===== src/rtl/seq_mul_pkg.sv =====
// Shared definitions for the 32x32 shift-add multiplier.
// Contents: FSM state type, iteration count, and step counter width.
package seq_mul_pkg;

  typedef enum logic [1:0] {
    IDLE = 2'd0,
    BUSY = 2'd1,
    DONE = 2'd2
  } state_t;

  localparam int MUL_ITERS = 32;
  localparam int CNT_W     = 6;

endpackage


===== src/rtl/seq_mul_cla.sv =====
// 32-bit carry-lookahead adder, sum only.
// Ports: a, b  - 32-bit addends
//        cin   - carry in
//        sum   - 32-bit sum
// Built from 4-bit lookahead groups. Each group's carry-out comes from the
// group generate/propagate terms. The top group has no carry-out, so bit 31
// generate is never formed.
module seq_mul_cla (
  input  logic [31:0] a,
  input  logic [31:0] b,
  input  logic        cin,
  output logic [31:0] sum
);

  logic [30:0] g;
  logic [31:0] p;
  logic [7:0]  cg;

  assign g     = a[30:0] & b[30:0];
  assign p     = a ^ b;
  assign cg[0] = cin;

  for (genvar k = 0; k < 8; k++) begin : g_grp
    logic [3:0] ci;

    assign ci[0] = cg[k];
    assign ci[1] = g[4*k] | (p[4*k] & ci[0]);
    assign ci[2] = g[4*k+1] | (p[4*k+1] & g[4*k]) |
                   (p[4*k+1] & p[4*k] & ci[0]);
    assign ci[3] = g[4*k+2] | (p[4*k+2] & g[4*k+1]) |
                   (p[4*k+2] & p[4*k+1] & g[4*k]) |
                   (p[4*k+2] & p[4*k+1] & p[4*k] & ci[0]);
    assign sum[4*k+3:4*k] = p[4*k+3:4*k] ^ ci;

    if (k < 7) begin : g_cout
      assign cg[k+1] = g[4*k+3] | (p[4*k+3] & g[4*k+2]) |
                       (p[4*k+3] & p[4*k+2] & g[4*k+1]) |
                       (p[4*k+3] & p[4*k+2] & p[4*k+1] & g[4*k]) |
                       (&p[4*k+3:4*k] & ci[0]);
    end
  end

endmodule


===== src/rtl/seq_mul.sv =====
// Sequential 32x32 -> 64 unsigned multiplier (radix-2 shift-add).
// Latency is a fixed 32 cycles from acceptance to out_valid.
// Ports: clk, rst_n (async, active-low)
//        in_valid/in_ready, in_a, in_b      - operand handshake
//        out_valid/out_ready, out_prod      - product handshake
//
// state | meaning
// IDLE  | waiting for an operand pair; in_ready=1
// BUSY  | one shift-add step per edge, 32 steps total
// DONE  | product held on out_prod until out_ready
module seq_mul
  import seq_mul_pkg::*;
(
  input  logic        clk,
  input  logic        rst_n,
  input  logic        in_valid,
  output logic        in_ready,
  input  logic [31:0] in_a,
  input  logic [31:0] in_b,
  output logic        out_valid,
  input  logic        out_ready,
  output logic [63:0] out_prod
);

  localparam logic [CNT_W-1:0] LAST_CNT = CNT_W'(MUL_ITERS - 1);

  state_t           state_q, state_d;
  logic [31:0]      mcand_q, hi_q, lo_q;
  logic [CNT_W-1:0] cnt_q;
  logic [31:0]      sum;
  logic             c33;
  logic [32:0]      acc;

  seq_mul_cla u_cla (
    .a   (hi_q),
    .b   (mcand_q),
    .cin (1'b0),
    .sum (sum)
  );

  // The adder exposes no carry-out. The carry into bit 31 is recovered as
  // sum^a^b at that bit, and the carry-out is the majority of that bit's inputs.
  always_comb begin
    logic c31;
    c31 = sum[31] ^ hi_q[31] ^ mcand_q[31];
    c33 = (hi_q[31] & mcand_q[31]) | (hi_q[31] & c31) | (mcand_q[31] & c31);
    acc = lo_q[0] ? {c33, sum} : {1'b0, hi_q};
  end

  always_ff @(posedge clk or negedge rst_n) begin
    if (!rst_n) state_q <= IDLE;
    else        state_q <= state_d;
  end

  always_comb begin
    state_d = state_q;
    case (state_q)
      IDLE:    if (in_valid) state_d = BUSY;
      BUSY:    if (cnt_q == LAST_CNT) state_d = DONE;
      DONE:    if (out_ready) state_d = IDLE;
      default: state_d = IDLE;
    endcase
  end

  always_ff @(posedge clk or negedge rst_n) begin
    if (!rst_n) begin
      mcand_q <= '0;
      hi_q    <= '0;
      lo_q    <= '0;
      cnt_q   <= '0;
    end else begin
      case (state_q)
        IDLE: begin
          if (in_valid) begin
            mcand_q <= in_a;
            lo_q    <= in_b;
            hi_q    <= '0;
            cnt_q   <= '0;
          end
        end
        BUSY: begin
          {hi_q, lo_q} <= {acc, lo_q[31:1]};
          cnt_q        <= cnt_q + CNT_W'(1);
        end
        default: ;
      endcase
    end
  end

  assign in_ready  = (state_q == IDLE);
  assign out_valid = (state_q == DONE);
  assign out_prod  = {hi_q, lo_q};

endmodule


===== config.mk =====
export PLATFORM = sky130hd
export DESIGN_NAME = seq_mul
export DESIGN_NICKNAME = d
export VERILOG_FILES = /design/src/rtl/seq_mul_pkg.sv /design/src/rtl/seq_mul_cla.sv /design/src/rtl/seq_mul.sv
export SDC_FILE = /design/constraint.sdc
export NUM_CORES = 1
export LEC_CHECK = 0
export BUFFER_PORTS_ARGS = -buffer_cell sky130_fd_sc_hd__clkbuf_2
export CAP_MARGIN = 20
export CORE_MARGIN = 2
export CORE_UTILIZATION = 49
export DETAILED_ROUTE_END_ITERATION = 6
export PLACE_DENSITY = 0.77
export RECOVER_POWER = 25
export SETUP_SLACK_MARGIN = 0.4
export SYNTH_ARGS = -nofsm -noshare
export SYNTH_HDL_FRONTEND = slang
export SYNTH_SLANG_ARGS = --single-unit

===== constraint.sdc =====
create_clock -name clk -period 2.75 [get_ports clk]
set_input_delay 0 -clock clk [delete_from_list [all_inputs] [get_ports clk]]
set_output_delay 0 -clock clk [all_outputs]
set_load 0.02 [all_outputs]

==> impl_table.tex <==
\begin{tabular}{lr}
\hline
Metric & Value \\
\hline
\multicolumn{2}{l}{\textbf{Yosys}} \\
\quad Share of synthesized cell area in and, or, nand and nor gates & 17.1\% \\
\quad Unique cell type count in the Yosys netlist & 45 \\
\quad Post-synthesis adder-cell area fraction & 10.0\% \\
\quad Synth Net Count & 735 \\
\quad Sequential fraction of the synthesis area & 45.7\% \\
\quad Cell type contributing the most total cell area after synthesis & dfrtp\_1 \\
\quad Most common flop cell mapped by yosys & dfrtp\_1 \\
\quad Top cells by area, synth & dfrtp\_1, ha\_1, nand2\_1, o21ai\_0, nor2\_1 \\
\quad Post-synth design cell area & $\sim$5700 um\^{}2 \\
\quad EDFF count, synth & 0 \\
\quad Xor-xnor portion of the synthesized cell area & 3.23\% \\
\quad Seq cells post-synth & 104 \\
\quad Mean instance size in the synthesized netlist & 9.09 um\^{}2 \\
\quad Share of the synthesized area in compound gates (AO/OA/AOI/OAI) & $\sim$16\% \\
\quad Largest family of logic cells by synthesized area & simple AND/OR/NAND/NOR gates \\
\quad Number of standard cells after synthesis & 627 \\
\quad Warnings from Yosys & 0 \\
\quad Portion of netlist area occupied by mux cells & 4.17\% \\
\quad Synth top area share & between 40\% and 50\% \\
\quad Share of synthesized registers carrying an async set or reset & 100\% \\
\multicolumn{2}{l}{\textbf{Critical path}} \\
\quad Startpoint type of the worst setup path & register \\
\quad CP Data Required Time & 3.04 ns \\
\quad Category of the most critical setup path & reg -> reg \\
\quad Critical path data arrival time & 3.11 ns \\
\quad Crit end category & register \\
\quad Highest fanout seen on the critical path & 2 \\
\multicolumn{2}{l}{\textbf{Power and ir drop}} \\
\quad Leakage power & 0.00383 uW \\
\quad Power per standard cell area & 1300 nW/um\^{}2 \\
\quad Total internal power & 5660 uW \\
\quad Seq pwr share & 28.1\% \\
\quad Switching power as a share of total power & 45.9\% \\
\quad Combinational fraction of design power & between 50\% and 60\% \\
\quad Overall power consumption & $\sim$10000 uW \\
\quad Power share of the clock group & roughly 12\% \\
\quad Switch Pwr & 4790 uW \\
\quad Max VDD drop & just under 0.9 mV \\
\multicolumn{2}{l}{\textbf{STA}} \\
\quad Normalized max-slew margin & -38.6\% \\
\quad Unrepaired setup endpoints after global routing & true \\
\quad Worst Slack Setup Final & -0.0689 ns \\
\quad Final worst clock skew & roughly 0.0098 ns \\
\quad Max Fclk & 0.355 GHz \\
\quad Time the worst path needs with I/O delays and setup & about 2.8 ns \\
\quad Worst-Margin Slew & 2.08 ns \\
\quad Final setup fails & 6 \\
\quad Share of the clock period used by the worst path & 103\% \\
\quad Final count of pins violating max slew & 37 \\
\quad Final hold violations & 0 \\
\multicolumn{2}{l}{\textbf{CTS}} \\
\quad Num CTS Buffers & 9 \\
\quad Clock tree from TritonCTS & done \\
\quad Clk Latency, worst-skew pair & between 0.3 and 0.4 ns \\
\quad Clock-pin slew reported for the worst setup and hold paths after clock tree synthesis & $\sim$0.070 ns \\
\quad Total number of clock tree sinks & 104 \\
\quad Buffer type at the clock tree root & clkbuf\_16 \\
\quad Deepest clock path buffer count & 2 \\
\quad Maximum level of the CTS H-tree & 3 \\
\multicolumn{2}{l}{\textbf{Global routing}} \\
\quad Global router's overall resource usage & 26.5\% \\
\quad Total grt overflow & 0 \\
\quad Number of antenna violations at the first check in global routing & 0 \\
\quad Number of global-route vias before repair & 5728 \\
\quad First-pass GRT wire length & 26900 um \\
\quad Pin count of the biggest net entering global routing & 64 \\
\multicolumn{2}{l}{\textbf{Route}} \\
\quad Post-route antenna net violation count & 0 \\
\quad Via Count & 5508 \\
\quad DR WL/cell & 16.3 um \\
\quad Detailed Routing Iterations Pass 1 & 5 \\
\quad Via count normalized by instance count & 5.52 \\
\quad Aggregate routed wire length & 16300 um \\
\quad Detailed-route DRC error count & 0 \\
\quad Number of violations reported at the end of detailed-routing iteration 0 & 327 \\
\multicolumn{2}{l}{\textbf{Final layout}} \\
\quad Final \#Nets & 958 \\
\quad Fraction of final layout cells with drive strength greater than 1 & between 20\% and 30\% \\
\quad Number of fill cells & 802 \\
\quad Number of diodes added for antenna fixing & 0 \\
\quad Multi-input combinational cell area & 3200 um\^{}2 \\
\quad Sequential cell area & 2620 um\^{}2 \\
\quad Growth of design area from synthesis to finish & 41.4\% \\
\multicolumn{2}{l}{\textbf{Die}} \\
\quad Standard-cell rows & 39 \\
\quad Core footprint & 11400 um\^{}2 \\
\quad Area enclosed by the die boundary & $\sim$13000 um\^{}2 \\
\quad I/O pin total & $\sim$130 \\
\quad Starting Density & 50.1\% \\
\quad Die extent in x & roughly 110 um \\
\quad DIE HEIGHT & 112 um \\
\multicolumn{2}{l}{\textbf{Min path}} \\
\quad Min-Delay Path Class & in -> reg \\
\multicolumn{2}{l}{\textbf{Placed design}} \\
\quad Routability Congestion & 0.870 \\
\quad Post-placement setup slack & -0.0913 ns \\
\quad Count of buffers from port buffering & 133 \\
\quad HPWL Detailed & 10300 um \\
\multicolumn{2}{l}{\textbf{Status}} \\
\quad Violations in the final reports & capacitance limit, slew limit, setup timing \\
\quad Outcome & finished with violations \\
\multicolumn{2}{l}{\textbf{Run}} \\
\quad Reported max-cap violation count & 1 \\
\hline
\end{tabular}
-- flip-flops by register name (all words and copies together) (netlist names) --
name     cells
mcand_q     32
state_q      2
lo_q        32
cnt_q        6
hi_q        32
-- area by class of cell --
type	instances	share of cell area [%]
multi-input combinational	465	39.8
sequential	104	32.5
timing repair buffer	245	20.7
clock buffer	10	2.84
tap	143	2.22
inverter	25	1.17
clock inverter	6	0.823
-- worst max-delay path, cell delays in order, from the launching register on --
cell and delay [ns]:
dfrtp_2 0.43, ha_4 0.27, nand4_1 0.14, or3_1 0.33
o22a_1 0.26, o22ai_2 0.18, buf_4 0.17, a31o_4 0.16
inv_2 0.03, fa_2 0.40, mux2_4 0.26, o21ai_1 0.11
-- routing by layer --
layer  track usage [%]  routed length [um]  up-vias
met2              44.9                8160      184
li1                  -                   -     2615
met1              32.9                6650     2669
met3              5.61                 939       40
met5                 0                   0        -
met4              11.7                 518        0
-- cell families (layout without fill, tap and decap cells) --
group	count (synthesis)	after routing
AO/OA/AOI/OAI	149	149
XOR/XNOR	21	21
adder cells (fa/ha/maj)	41	41
buffers and inverters	58	286
flip-flops	104	104
multiplexers	23	23
AND/OR/NAND/NOR	231	231
-- cells in the mapped netlist (2+ instances only) --
| master | number |
|---|---|
| ha_1 | 32 |
| inv_1 | 25 |
| o22ai_1 | 31 |
| nor2b_1 | 5 |
| a21oi_1 | 23 |
| or3_1 | 3 |
| a211oi_1 | 2 |
| o21ai_0 | 55 |
| nor3b_1 | 5 |
| a21o_1 | 6 |
| a21oi_2 | 3 |
| nand3_1 | 29 |
| fa_1 | 8 |
| nand4_1 | 4 |
| nand2_1 | 102 |
| nor3_1 | 2 |
| xor2_1 | 7 |
| buf_1 | 5 |
| mux2i_1 | 17 |
| a211o_1 | 2 |
| nand2b_1 | 5 |
| o22ai_2 | 3 |
| nor2_1 | 73 |
| dfrtp_1 | 104 |
| a31oi_1 | 7 |
| o21a_1 | 5 |
| xnor2_1 | 14 |
| clkbuf_1 | 28 |
| mux2_2 | 6 |
-- power by group through the flow --
stage,logic [uW],registers [uW],clock network (uW)
after floorplan,3480,3300,0
after global placement,5300,2890,0
after detailed placement,5530,2930,0
after CTS,5930,2910,1330
after global routing,6850,3020,1380
final,6210,2940,1300
-- per-stage QoR --
step / cell area [um^2] / hold WS [ns] / TNS [ns] / util, % / cells
floorplan: 5860 / -0.296 / 0 / - / 627
global route: 8050 / 0.147 / -1.38 / 70.8 / 998
finish: 8050 / 0.112 / -0.226 / 70.8 / 998
detailed placement: 6820 / -0.00261 / -0.159 / 60.0 / 900
global placement: 6820 / -0.00101 / -0.0155 / 60.0 / 900
CTS: 7950 / 0.111 / -0.0101 / 69.9 / 993
-- placed cells by master, fill, tap and decap left out, types with 4 or more instances in the layout --
cell,netlist,layout
a21o_1,6,6
a21oi_1,23,16
a21oi_2,3,7
a31oi_1,7,7
buf_4,0,42
clkbuf_1,28,14
clkbuf_16,0,9
clkbuf_2,0,121
dfrtp_1,104,91
dfrtp_2,0,13
dlygate4sd3_1,0,66
fa_2,0,5
ha_1,32,20
ha_4,0,11
inv_1,25,23
mux2_4,0,5
mux2i_1,17,17
nand2_1,102,100
nand3_1,29,28
nand4_1,4,4
nor2_1,73,72
nor2b_1,5,5
nor3b_1,5,5
o21a_1,5,5
o21ai_0,55,33
o21ai_1,1,17
o21ai_2,0,6
o22ai_1,31,31
xnor2_1,14,10
xnor2_2,0,4
xor2_1,7,7
-- path summary, 6_finish.rpt --
path | start | slack, ns | depth (start not counted) | end
worst max-delay path | hi_q[8] | -0.07 | 11 | hi_q[19]
worst min-delay path | in_valid | 0.11 | 4 | lo_q[31]
worst max register to register | hi_q[8] | -0.07 | 11 | hi_q[19]
worst min register to register | mcand_q[27] | 0.49 | 2 | mcand_q[27]
max in group asynchronous | rst_n | 0.55 | 3 | hi_q[17]
min in group asynchronous | rst_n | 0.77 | 2 | hi_q[14]
-- what timing repair did --
item / 4_1_cts / 5_1_grt
endpoints found under the hold margin: 98 / 0
buffers inserted: 11 / 5
resized for setup: 31 / 23
gates cloned: 0 / 0
hold buffers: 66 / 0
endpoints found under the setup margin: 24 / 25
pin swaps: 23 / 16
Note: power is estimated with default switching activity, not from simulation.
